$ cat config.mk
export PLATFORM = sky130hd
export DESIGN_NAME = ysyx_22050854_pc_predict
export DESIGN_NICKNAME = d
export VERILOG_FILES = /design/src/rtl/ysyx_22050854_bpu_pkg.sv /design/src/rtl/ysyx_22050854_btb.sv /design/src/rtl/ysyx_22050854_pc_predict.sv
export SDC_FILE = /design/constraint.sdc
export NUM_CORES = 2
export LEC_CHECK = 0
export CAP_MARGIN = 20
export CORE_AREA = 2 2 286 359
export DETAILED_ROUTE_END_ITERATION = 10
export DIE_AREA = 0 0 288 361
export PLACE_DENSITY = 0.67
export SKIP_CTS_REPAIR_TIMING = 1
export SYNTH_ARGS = -nofsm -noshare
export SYNTH_HDL_FRONTEND = slang
export SYNTH_SLANG_ARGS = --single-unit
$ cat constraint.sdc
create_clock -name clock -period 9.4 [get_ports clock]
set_input_delay 2.82 -clock clock [delete_from_list [all_inputs] [get_ports clock]]
set_output_delay 2.82 -clock clock [all_outputs]
set_load 0.05 [all_outputs]
$ cat src/rtl/ysyx_22050854_bpu_pkg.sv
// Shared branch-predictor definitions: 2-bit direction counter encodings and update rule.
// Pure definitions; no timing or flow control of its own.
package ysyx_22050854_bpu_pkg;

  localparam logic [1:0] SNT = 2'b00;
  localparam logic [1:0] WNT = 2'b01;
  localparam logic [1:0] WT  = 2'b10;
  localparam logic [1:0] ST  = 2'b11;

  localparam logic [31:0] DEFAULT_RESET_VEC = 32'h8000_0000;

  function automatic logic [1:0] ctr_update(input logic [1:0] ctr, input logic taken);
    if (taken) return (ctr == ST) ? ST : ctr + 2'b01;
    else       return (ctr == SNT) ? SNT : ctr - 2'b01;
  endfunction

endpackage

$ cat src/rtl/ysyx_22050854_btb.sv
// Direct-mapped BTB: combinational lookup by fetch PC, write at the edge from execute.
// Lookup sees pre-edge contents (no bypass); never stalls, a write is always accepted.
module ysyx_22050854_btb
  import ysyx_22050854_bpu_pkg::*;
#(
  parameter int XLEN    = 32,
  parameter int ENTRIES = 16
) (
  input  logic            clock,
  input  logic            reset,
  input  logic [XLEN-3:0] rd_pc,
  output logic            rd_hit,
  output logic            rd_dir,
  output logic [XLEN-1:0] rd_target,
  input  logic            wr_en,
  input  logic [XLEN-3:0] wr_pc,
  input  logic            wr_is_branch,
  input  logic            wr_taken,
  input  logic            wr_pred_taken,
  input  logic [XLEN-1:0] wr_target
);

  localparam int IDX = $clog2(ENTRIES);
  localparam int TW  = XLEN - 2 - IDX;

  logic [ENTRIES-1:0] valid_q;
  logic [TW-1:0]      tag_q    [ENTRIES];
  logic [XLEN-1:0]    target_q [ENTRIES];
  logic [1:0]         ctr_q    [ENTRIES];

  logic [IDX-1:0] ri, wi;
  logic [TW-1:0]  rt, wt;
  logic           wr_hit;

  // rd_pc/wr_pc are PC[XLEN-1:2]: low IDX bits index, the rest is the tag
  assign ri = rd_pc[IDX-1:0];
  assign rt = rd_pc[XLEN-3:IDX];
  assign wi = wr_pc[IDX-1:0];
  assign wt = wr_pc[XLEN-3:IDX];

  assign rd_hit    = valid_q[ri] && (tag_q[ri] == rt);
  assign rd_dir    = ctr_q[ri][1];
  assign rd_target = target_q[ri];
  assign wr_hit    = valid_q[wi] && (tag_q[wi] == wt);

  always_ff @(posedge clock) begin
    if (reset) begin
      valid_q <= '0;
    end else if (wr_en) begin
      if (wr_is_branch) begin
        if (wr_hit) begin
          ctr_q[wi] <= ctr_update(ctr_q[wi], wr_taken);
          if (wr_taken) target_q[wi] <= wr_target;
        end else if (wr_taken) begin
          valid_q[wi]  <= 1'b1;
          tag_q[wi]    <= wt;
          target_q[wi] <= wr_target;
          ctr_q[wi]    <= WT;
        end
      end else if (wr_pred_taken) begin
        // a non-branch was predicted taken: the slot holds a stale alias
        valid_q[wi] <= 1'b0;
      end
    end
  end

endmodule

$ cat src/rtl/ysyx_22050854_pc_predict.sv
// Fetch PC register with BTB prediction; redirects (csr > mispredict) override stall.
// next_pc/flush are combinational, pc updates every edge; stall only holds pc.
module ysyx_22050854_pc_predict
  import ysyx_22050854_bpu_pkg::*;
#(
  parameter int              XLEN        = 32,
  parameter logic [XLEN-1:0] RESET_VEC   = XLEN'(DEFAULT_RESET_VEC),
  parameter int              BTB_ENTRIES = 16
) (
  input  logic            clock,
  input  logic            reset,
  input  logic            stall,
  input  logic            csr_redirect,
  input  logic [XLEN-1:0] csr_pc,
  input  logic            ex_valid,
  input  logic [XLEN-1:0] ex_pc,
  input  logic            ex_is_branch,
  input  logic            ex_taken,
  input  logic [XLEN-1:0] ex_target,
  input  logic            ex_pred_taken,
  input  logic [XLEN-1:0] ex_pred_target,
  output logic [XLEN-1:0] pc,
  output logic [XLEN-1:0] next_pc,
  output logic            pred_taken,
  output logic [XLEN-1:0] pred_target,
  output logic            flush,
  output logic [31:0]     branch_cnt,
  output logic [31:0]     mispred_cnt
);

  logic            hit, dir, mis;
  logic [XLEN-1:0] entry_target, pc_plus4, fix_pc;

  assign pc_plus4 = pc + XLEN'(4);

  ysyx_22050854_btb #(
    .XLEN    (XLEN),
    .ENTRIES (BTB_ENTRIES)
  ) u_btb (
    .clock         (clock),
    .reset         (reset),
    .rd_pc         (pc[XLEN-1:2]),
    .rd_hit        (hit),
    .rd_dir        (dir),
    .rd_target     (entry_target),
    .wr_en         (ex_valid),
    .wr_pc         (ex_pc[XLEN-1:2]),
    .wr_is_branch  (ex_is_branch),
    .wr_taken      (ex_taken),
    .wr_pred_taken (ex_pred_taken),
    .wr_target     (ex_target)
  );

  assign pred_taken  = ~reset & hit & dir;
  assign pred_target = hit ? entry_target : pc_plus4;

  assign mis = ex_valid & ((ex_is_branch & ((ex_taken != ex_pred_taken) |
                                            (ex_taken & (ex_target != ex_pred_target)))) |
                           (~ex_is_branch & ex_pred_taken));
  assign fix_pc = (ex_taken & ex_is_branch) ? ex_target : ex_pc + XLEN'(4);
  assign flush  = ~reset & (csr_redirect | mis);

  always_comb begin
    next_pc = pc_plus4;
    if (reset)             next_pc = RESET_VEC;
    else if (csr_redirect) next_pc = csr_pc;
    else if (mis)          next_pc = fix_pc;
    else if (stall)        next_pc = pc;
    else if (pred_taken)   next_pc = pred_target;
  end

  // next_pc already folds in reset, so pc needs no separate reset branch
  always_ff @(posedge clock) begin
    pc <= next_pc;
  end

  always_ff @(posedge clock) begin
    if (reset) begin
      branch_cnt  <= '0;
      mispred_cnt <= '0;
    end else begin
      branch_cnt  <= branch_cnt + 32'(ex_valid & ex_is_branch);
      mispred_cnt <= mispred_cnt + 32'(mis);
    end
  end

endmodule

After elaboration in Yosys (flattened, before gate mapping). Memories as Yosys holds them, arrays and structs flattened. A register that Yosys moved wholly into a read port is not among the register bits. Index checks and enable logic that the tools add are counted.

Flip-flop bits (word level): 112. Bits in writable memories: 960. Input port bits: 136. Word-level logic and storage cells: 90. Memories kept: 3.

$add $sub $neg: 6. $lt $le $gt $ge: 3. Equality and inequality tests: 7. Muxes and demuxes: 42. Bitwise gates (word level): 19. Reductions and logical operators: 6.

Memories: u_btb.target_q (words 16, width 32, rd ports 1, clocked after Yosys merged registers in 1, write ports 1, line ysyx_22050854_btb.sv:28) `logic [XLEN-1:0] target_q [ENTRIES];`; u_btb.tag_q (words 16, width 26, rd ports 2, clocked after Yosys merged registers in 1, write ports 1, line ysyx_22050854_btb.sv:27) `logic [TW-1:0] tag_q [ENTRIES];`; u_btb.ctr_q (words 16, width 2, rd ports 2, clocked after Yosys merged registers in 1, write ports 1, line ysyx_22050854_btb.sv:29) `logic [1:0] ctr_q [ENTRIES];`.

Operators by type and width (count): two-way mux 32 bit (8); adder 32 x 1 -> 32 bit (2); adder 32 x 3 -> 32 bit, second input constant (2); two-way mux 16 bit (4); == test 26 bit (2); != test 32 bit (1); two-way mux 1 bit (19); AND 16 bit (1); two-way mux 2 bit (8); inverter 16 bit (1); OR 16 bit (1); < comparator 4 x 5 -> 1 bit, second input constant (2); AND 1 bit (9); binary-select mux 1 bit (select 4 bit) (2); OR 1 bit (5); demux 1 bit (select 4 bit) (1); greater-or-equal comparator 4 x 1 -> 1 bit, second input constant (1); AND reduction 4 bit (1); logical AND 1 bit (3); adder 2 x 1 -> 2 bit, second input constant (1); == test 2 bit, second input constant (1); zero test 2 bit (1); != test 2 x 1 -> 1 bit, second input constant (1); != test 2 bit, second input constant (1); other kinds (4) (5).

Longest topological paths before layout.
Depth after elaboration: 10. Mapped depth: 17.

Hierarchy. A second synthesis with hierarchy kept.

Cell total of the unflattened synthesis: 2854. Area, all modules: 48447.7 µm².

By module, submodules not included: ysyx_22050854_btb (times used 1, cells each 1891, area an instance 41431.0 µm²); ysyx_22050854_pc_predict (times used 1, cells each 963, area an instance 7016.7 µm²).

Least setup slack after synthesis. OpenSTA, ideal clock, no wires.

Path type: in2out. From: input port ex_pc[3]. To: output port next_pc[25]. Arrival: 6.719 ns. Data required time: 6.580 ns. Slack: -0.139 ns. Stages on the path: 12. Buffers on the path: 3. Path through: clkbuf_1 clkbuf_1 and3_1 or4b_2 or2_2 clkbuf_1 nor2_1 nand3_1 xor2_1 a211oi_1 a311oi_1 a221oi_1.

Word-level cells in the longest chain between the ends: 5.

RTL lines: start: declaration (line ysyx_22050854_pc_predict.sv:16) `input logic [XLEN-1:0] ex_pc,`; adder 32 x 3 -> 32 bit (line ysyx_22050854_pc_predict.sv:60) `assign fix_pc = (ex_taken & ex_is_branch) ? ex_target : ex_pc + XLEN'(4);`; two-way mux 32 bit (line ysyx_22050854_pc_predict.sv:60); two-way mux 32 bit (line ysyx_22050854_pc_predict.sv:67) `else if (mis) next_pc = fix_pc;`; two-way mux 32 bit (line ysyx_22050854_pc_predict.sv:66) `else if (csr_redirect) next_pc = csr_pc;`; two-way mux 32 bit (line ysyx_22050854_pc_predict.sv:65) `if (reset) next_pc = RESET_VEC;`; end: declaration (line ysyx_22050854_pc_predict.sv:23) `output logic [XLEN-1:0] next_pc,`.

No other way between the ends.

Final worst setup path.
From: input port ex_target[14]. To: output port next_pc[19].

Word-level cells in the longest chain between the ends: 9.

RTL lines: start: declaration (line ysyx_22050854_pc_predict.sv:19) `input logic [XLEN-1:0] ex_target,`; != test 32 bit (line ysyx_22050854_pc_predict.sv:58) `(ex_taken & (ex_target != ex_pred_target)))) |`; AND 1 bit (line ysyx_22050854_pc_predict.sv:58); OR 1 bit (line ysyx_22050854_pc_predict.sv:57) `assign mis = ex_valid & ((ex_is_branch & ((ex_taken != ex_pred_taken) |`; AND 1 bit (line ysyx_22050854_pc_predict.sv:57); OR 1 bit (line ysyx_22050854_pc_predict.sv:58); AND 1 bit (line ysyx_22050854_pc_predict.sv:57); two-way mux 32 bit (line ysyx_22050854_pc_predict.sv:67); two-way mux 32 bit (line ysyx_22050854_pc_predict.sv:66); two-way mux 32 bit (line ysyx_22050854_pc_predict.sv:65).

No other way between the ends.

==> summary.txt <==
Outcome
  – Status: finished clean

Critical path
  – Worst setup path start: ex_target[14]
  – Critical path capture point type: primary output
  – Crit path kind: in -> out
  – WP data arrival: 6.57 ns
  – Critical R2R Launch: pc[2]
  – CP Launch Type: primary input
  – Critical path required time: 6.58 ns
  – CP max FO: 11

Timing
  – Worst-Margin Slew: 1.19 ns
  – Final period util: 99.8%
  – Tmin final: 9.39 ns
  – Finish-stage setup viols: 0
  – Setup TNS: 0 ns
  – RSZ-0062 raised after global routing: false
  – Final slew viol count: 0
  – F_max: 0.107 GHz
  – Worst Hold Margin: 0.495 ns
  – Skew final: 0.0436 ns
  – Max-slew headroom: 20.0%
  – Final hold vios: 0
  – Fin worst setup slack: 0.0141 ns

Final layout
  – Area Overhead vs Synth: 18.3%
  – Most frequent cells in the layout: 960 x edfxtp_1, 381 x mux4_2, 251 x clkdlybuf4s50_1
  – Most common cell after layout, fill and taps aside: edfxtp_1
  – Final nets: 3441
  – Layout cells sized above 1: 24.6%

Drt
  – Routed WL: 166000 um
  – 1st-pass router iterations: 8
  – DRT antenna net count: 0
  – Via Count: 31100
  – Mean routed wirelength per cell: 35.2 um
  – Initial drt markers: 4524
  – Vias per inst: 6.61
  – DRC errors left: 0

Floorplanning
  – Initial Utilization: 48.8%
  – Row cnt: 130
  – Io pins: 298
  – Die ar.: 104000 um2
  – Core area: 100000 um2
  – Die Wd: 288 um
  – Die height: 361 um

Global routing
  – GRT Resource Usage Total: 32.0%
  – Grt ovf: 0
  – First-pass GRT wire length: 233000 um
  – Vias in the first global route: 31500
  – Antenna violations before repair: 6
  – Largest net degree at the start of global routing: 86

Synthesis
  – Post-Syn Instances: 2915
  – Avg Inst Size Synth: 16.8 um2
  – Ys Warns: 0
  – FFs w/ async S/R, synth: 0%
  – Sequential share of the synthesized area: 63.5%
  – Cell Area, Synth: 48900 um2
  – Syn_nets: 3060
  – EDFF count, synth: 960
  – Top FF cell, synth: edfxtp_1
  – Post-synth cell types: 78
  – FF+latch count, synth: 1072

Clock tree
  – Clk slew on worst S/H paths: 0.06 ns
  – Htree depth: 3
  – TritonCTS Buffers: 104
  – Worst skew pair latency: 0.72 ns
  – Clock root cell: clkbuf_16
  – CTS tree: built
  – Clk sinks: 1072
  – Clock Path Buffers: 3

Flow run
  – Max-cap violations: 0

Placed design
  – Hpwl dp: 111000 um
  – Placer Congestion: 1.03
  – Buffers on Ports: 297
  – Setup Slack @ Placement: 0.0895 ns

Power and ir drop
  – Power density over the cells: 188 nW/um2
  – Max IR drop VDD: 168 uV
  – Leakage: 18.6 nW

Min path
  – Min-delay worst type: reg -> reg
  – HP Start: mispred_cnt[31]
==> cells in the mapped netlist, types with 11 or more instances <==
cell,instances,area share [%]
mux2_2,35,0.81
buf_2,25,0.26
nor4_1,14,0.18
mux4_2,381,18
and3_1,59,0.75
and2_1,23,0.29
nand2_1,117,0.90
o21ai_0,61,0.62
a22o_1,11,0.20
dfxtp_1,112,4.6
a22oi_1,41,0.63
nor2_1,160,1.2
inv_1,38,0.29
o22ai_1,11,0.14
mux2i_1,125,2.6
buf_1,32,0.25
nor2b_1,35,0.45
xor2_1,77,1.4
or3_1,13,0.17
nor3_1,22,0.23
nand3_1,68,0.70
xnor2_1,102,1.8
nand4_1,32,0.41
a211oi_1,20,0.31
edfxtp_1,960,59
clkbuf_1,117,0.90
buf_6,15,0.35
a21oi_1,67,0.69
==> metal layers <==
layer,share of wire (%),vias up,wire length (um),global-route usage [%]
li1,-,12500,-,-
met1,37,16200,60600,41.9
met2,47,2044,78600,50.4
met3,11,407,17700,7.66
met4,5.4,8,8940,15.2
met5,0.052,-,87,0
==> registers in the layout (all words and copies together) (netlist names), named ones only <==
name and cells:
branch_cnt 32, mispred_cnt 32, pc 32, u_btb.ctr_q 32, u_btb.tag_q 416, u_btb.target_q 512
==> cells by family (layout without fill, tap and decap cells) <==
| logic type | count (synthesis) | in the layout | share of synthesized area (%) |
|---|---|---|---|
| buf+inv | 235 | 705 | 2.17 |
| compound gates | 301 | 301 | 4.13 |
| mux | 542 | 542 | 20.9 |
| fa+ha+maj | 9 | 9 | 0.230 |
| other cells | 0 | 2 | 0 |
| flops | 1072 | 1072 | 63.5 |
| simple gates | 577 | 577 | 5.85 |
| xor+xnor | 179 | 179 | 3.20 |
==> per-stage QoR <==
stage | instances | util, % | area (um2) | total power (W)
2_1_floorplan | 2915 | - | 48900 | 0.00610
3_3_place_gp | 4507 | 54.3 | 54400 | 0.00668
3_5_place_dp | 4509 | 54.3 | 54400 | 0.00670
4_1_cts | 4704 | 57.7 | 57900 | 0.0109
5_1_grt | 4705 | 57.8 | 57900 | 0.0111
6_report | 4707 | 57.8 | 57900 | 0.0109
==> worst max-delay path: stages <==
cell and delay (ns):
clkdlybuf4s50_1 0.84, xnor2_1 0.18, nand4_1 0.11, nor4_1 0.67, nand4_1 0.19, o211ai_1 0.18
nand2b_1 0.10, or2_2 0.44, o21ai_1 0.78, buf_12 0.23
==> worst paths after layout <==
kind                endpoint  slack [ns]  depth (start not counted)
max              next_pc[19]        0.01                         10
min          mispred_cnt[31]        0.50                          2
max reg2reg           pc[19]        3.98                         12
min reg2reg  mispred_cnt[31]        0.50                          2
==> where the power goes <==
group	switching, W	leakage, nW	internal, W
Clock	0.00187	1.66	0.00237
Combinational	0.000801	7.37	0.000535
Sequential	0.0000715	9.54	0.00522
Total	0.00274	18.6	0.00812
==> area by class of cell <==
| cell class | count | area (um2) |
|---|---|---|
| Clock buffer | 135 | 2760 |
| Inverter | 39 | 148 |
| Tap cell | 1320 | 1650 |
| Sequential cell | 1072 | 31100 |
| Fill cell | 7749 | 42300 |
| Multi-Input combinational cell | 1608 | 16900 |
| Timing Repair Buffer | 471 | 4640 |
| Antenna cell | 2 | 5.00 |
| Clock inverter | 60 | 668 |
No activity file was read; power rests on OpenSTA's default activity.
==> patch 1: new RTL, same flow settings <==
Register the output `pred_target`, cleared by the reset; this adds one clock of latency there. The other outputs are not delayed to match.
--- a/src/rtl/ysyx_22050854_pc_predict.sv
+++ b/src/rtl/ysyx_22050854_pc_predict.sv
@@ -30,2 +30,4 @@
 
+  logic [XLEN-1:0] pred_target_d;
+
   logic            hit, dir, mis;
@@ -54,3 +56,3 @@
   assign pred_taken  = ~reset & hit & dir;
-  assign pred_target = hit ? entry_target : pc_plus4;
+  assign pred_target_d = hit ? entry_target : pc_plus4;
 
@@ -68,3 +70,3 @@
     else if (stall)        next_pc = pc;
-    else if (pred_taken)   next_pc = pred_target;
+    else if (pred_taken)   next_pc = pred_target_d;
   end
@@ -86,2 +88,10 @@
 
+  always_ff @(posedge clock) begin
+    if (reset) begin
+      pred_target <= '0;
+    end else begin
+      pred_target <= pred_target_d;
+    end
+  end
+
 endmodule
Function: changed (a bounded check fails within 4 cycles, from zero or initial values and one cycle with reset high).
==> patch 1 against the unedited design <==
- sequential share of layout area up 0.065 points
- largest power group unchanged
- setup slack better by 0.19 ns
- critical endpoint is now next_pc[28]
- non-clock buffer count up 6
- wire length down 2.3%
- power up 2.1%
- synthesized area up 1.9%
- design area up 1.9%
- sequential cell count up 32
==> patch 1: results <==
power:
  comb_power_share: 0.119
  ir_drop_mv: 0.210
  leakage_uw: 0.0190
yosys:
  ys_types: 80
  synth-compound-area-share: 0.0381
  synth_top_area_share: 0.578
  synthTopCellsByCount: "edfxtp_1 (960), mux4_2 (382), nor2_1 (179), nand2_1 (156), dfxtp_1 (144)"
  synth_seq_cells: 1104
  muxShareOfSynthArea: 0.199
  synth-xor-area-share: 0.0314
  synth_fp_nets: 3155
  netlist_top_cells_area: "edfxtp_1 (58%), mux4_2 (17%), dfxtp_1 (5.8%)"
cells_and_area:
  clkbuf_count: 161
  fin_nets: 3532
  clock_area_frac: 0.0602
  multi_input_area_mm2: 0.0172
  inv_count: 34
  seqCellArea_mm2: 0.0317
  multi_input_gates: 1663
  fillers: 7630
  buffers: 477
hold_path:
  min_to: "mispred_cnt[10]"
global_routing:
  first_global_vias: 31800
  grt_util_all_layers: 0.312
  antenna_found_initial: 7
  grt_use_met1: 0.412
  grt_first_pass_wirelength_um: 230000
  grt_max_degree: 135
setup_path:
  r2r_end: "pred_target[25]"
  r2r_slack_ns: 3.74
  max_stage_delay_ns: 0.73
  worstPathArrival_ns: 6.38
  cp-startpoint: "ex_pc[8]"
placement:
  place_ws_ns: 0.272
  gp_congestion: 1.00
  post-dp-hpwl_um: 105000
routing:
  via_per_inst: 6.66
  drt-met1-wl_um: 57500
  route.met3.wl_um: 18900
  first_iter_violations: 4650
  drtPass1Iterations: 6
  wl_met2_um: 75500
sta:
  skew_ns: 0.0424
status:
  run_status: "finished clean"
[patch 1: cell count changes in the layout (fill, tap and decap cells not counted), moves of 8 or more]
cell	unedited run	this run
a211oi_1	20	37
and3b_1	0	12
nor2_1	150	170
mux2_2	35	14
and3_1	49	41
nor2b_1	34	47
o21ai_0	60	46
dfxtp_1	108	140
a21oi_1	67	55
clkbuf_8	3	15
mux2i_1	125	115
nand2_1	116	156
or3_1	13	24
[patch 1: through the flow]
stage | utilization | instance area [um^2] | total power [uW] | std cells | hold slack, ns
3_3_place_gp | 0.553 | 55400 | 6810 | 4597 | 0.481
6_report | 0.589 | 59000 | 11100 | 4802 | 0.508
5_1_grt | 0.589 | 59000 | 11400 | 4801 | 0.539
3_5_place_dp | 0.553 | 55400 | 6820 | 4597 | 0.495
4_1_cts | 0.589 | 59000 | 11100 | 4799 | 0.502
2_1_floorplan | - | 49900 | 6240 | 3010 | 0.465
==> patch 2: new RTL, config.mk and constraints unchanged <==
Made on the original files. The parameter `BTB_ENTRIES` goes from 16 to 8.
--- a/src/rtl/ysyx_22050854_pc_predict.sv
+++ b/src/rtl/ysyx_22050854_pc_predict.sv
@@ -7,3 +7,3 @@
   parameter logic [XLEN-1:0] RESET_VEC   = XLEN'(DEFAULT_RESET_VEC),
-  parameter int              BTB_ENTRIES = 16
+  parameter int              BTB_ENTRIES = 8
 ) (
Check against the original RTL: not equivalent (a bounded check fails within 4 cycles, from zero or initial values and one cycle with reset high).
==> patch 2 against the unedited design <==
- wire length fell by 36%
- critical path type unchanged
- setup slack better by 0.20 ns
- design area decreased by 38%
- sequential cell count fell by 480
- synthesized area shrank 42%
- power fell by 41%
- critical path depth is 5 higher
- critical endpoint is now next_pc[21]
- sequential power is 45% lower
==> patch 2: results <==
yosys:
  async_flop_share: 0
  synthTopCellsByCount: "edfxtp_1 (488), mux2i_1 (142), nor2_1 (130), nand2_1 (118), xor2_1 (112)"
  ys_types: 76
  synth-edff-count: 488
  muxShareOfSynthArea: 0.146
  synth_fp_nets: 2252
  ys.flop_type: "edfxtp_1"
  netlist_top_cells_area: "edfxtp_1 (51%), mux4_2 (7.5%), dfxtp_1 (7.3%)"
  synthAdderAreaFrac: 0.00298
  synth-xor-area-share: 0.0513
  yosysSeqAreaShare: 0.587
  synth-compound-area-share: 0.0893
global_routing:
  grt_first_pass_wirelength_um: 149000
  grt_util_all_layers: 0.199
  grt_max_degree: 70
  antenna_found_initial: 5
  first_global_vias: 20400
routing:
  routed_wl_um: 107000
  via_per_inst: 5.50
  first_iter_violations: 2861
  drtPass1Iterations: 8
cells_and_area:
  fin_nets: 2630
  drive_gt1_frac: 0.198
  top_regs: "u_btb.target_q x256, u_btb.tag_q x216"
status:
  run_status: "finished clean"
setup_path:
  max_stage_delay_ns: 0.51
  path_max_fanout: 14
  slowest_stage: "clkdlybuf4s50_1"
  worstPathArrival_ns: 6.37
  path_delay_family: "buffers and inverters"
sta:
  worst_pin_slew_ns: 1.10
  skew_ns: 0.0426
power:
  ir_drop_mv: 0.157
  internal_power_uw: 4650
  leakage_uw: 0.0119
cts:
  h-tree-depth: 2
  clk_latency_ns: 0.68
  clk_pin_slew_ns: 0.07
  numCtsBuffers: 61
  clockRootBuffer: "clkbuf_16"
  clock_path_buffers: 3
hold_path:
  hp-class: "register to register"
placement:
  place_ws_ns: 0.0784
  gp_congestion: 0.994
  post-dp-hpwl_um: 75900
  io_buffers: 297
[patch 2: worst paths after layout]
check,from,end,slack [ns],cells past startpoint
worst max-delay path,ex_target[18],next_pc[21],0.21,15
worst min-delay path,branch_cnt[18],branch_cnt[18],0.50,2
worst max register to register,pc[3],pc[3],4.50,10
worst min register to register,branch_cnt[18],branch_cnt[18],0.50,2
[patch 2: cell families (layout without fill, tap and decap cells)]
family / Yosys count / in the layout
flops: 592 / 592
simple gates: 544 / 544
compound gates: 354 / 354
mux: 289 / 289
xor+xnor: 167 / 167
buf+inv: 157 / 588
fa+ha+maj: 7 / 7
other cells: 0 / 3
[patch 2: final cells by class]
cell class	count	area, um^2
clock inverters	37	403
fillers	9714	64100
clock buffers	79	1690
well taps	1320	1650
diodes	3	7.51
inverters	18	67.6
repair buffers	454	4350
multi-input cells	1361	11100
flip-flops and latches	592	16700
[patch 2: metrics by stage]
| step | cell area, um^2 | hold slack, ns | total power (uW) | std cells |
|---|---|---|---|---|
| after global placement | 34000 | 0.479 | 3910 | 3745 |
| after global routing | 36100 | 0.532 | 6560 | 3862 |
| after CTS | 36000 | 0.499 | 6410 | 3861 |
| after detailed placement | 34000 | 0.491 | 3920 | 3745 |
| after floorplan | 28500 | 0.553 | 3460 | 2110 |
| final | 36100 | 0.502 | 6390 | 3864 |
[patch 2: metal layers]
layer  GRT usage  wire length (um)  up-vias
met2       0.306             48100     1432
met1       0.263             41000    10600
met4      0.0719              4010        4
li1            -                 -     9037
met3      0.0610             13700      198
met5           0                24        -
[patch 2: tightest hold or removal path, cell delays in order (launching register included)]
cell and delay (ns):
dfxtp_1 0.34, nand2_1 0.07, a21oi_1 0.05
[patch 2: power groups by stage]
| stage | logic (uW) | registers (uW) | clock network [uW] |
|---|---|---|---|
| final | 956 | 2920 | 2520 |
| after global routing | 991 | 2920 | 2650 |
| after CTS | 944 | 2920 | 2550 |
| after detailed placement | 940 | 2980 | 0 |
| after global placement | 939 | 2970 | 0 |
| after floorplan | 479 | 2980 | 0 |
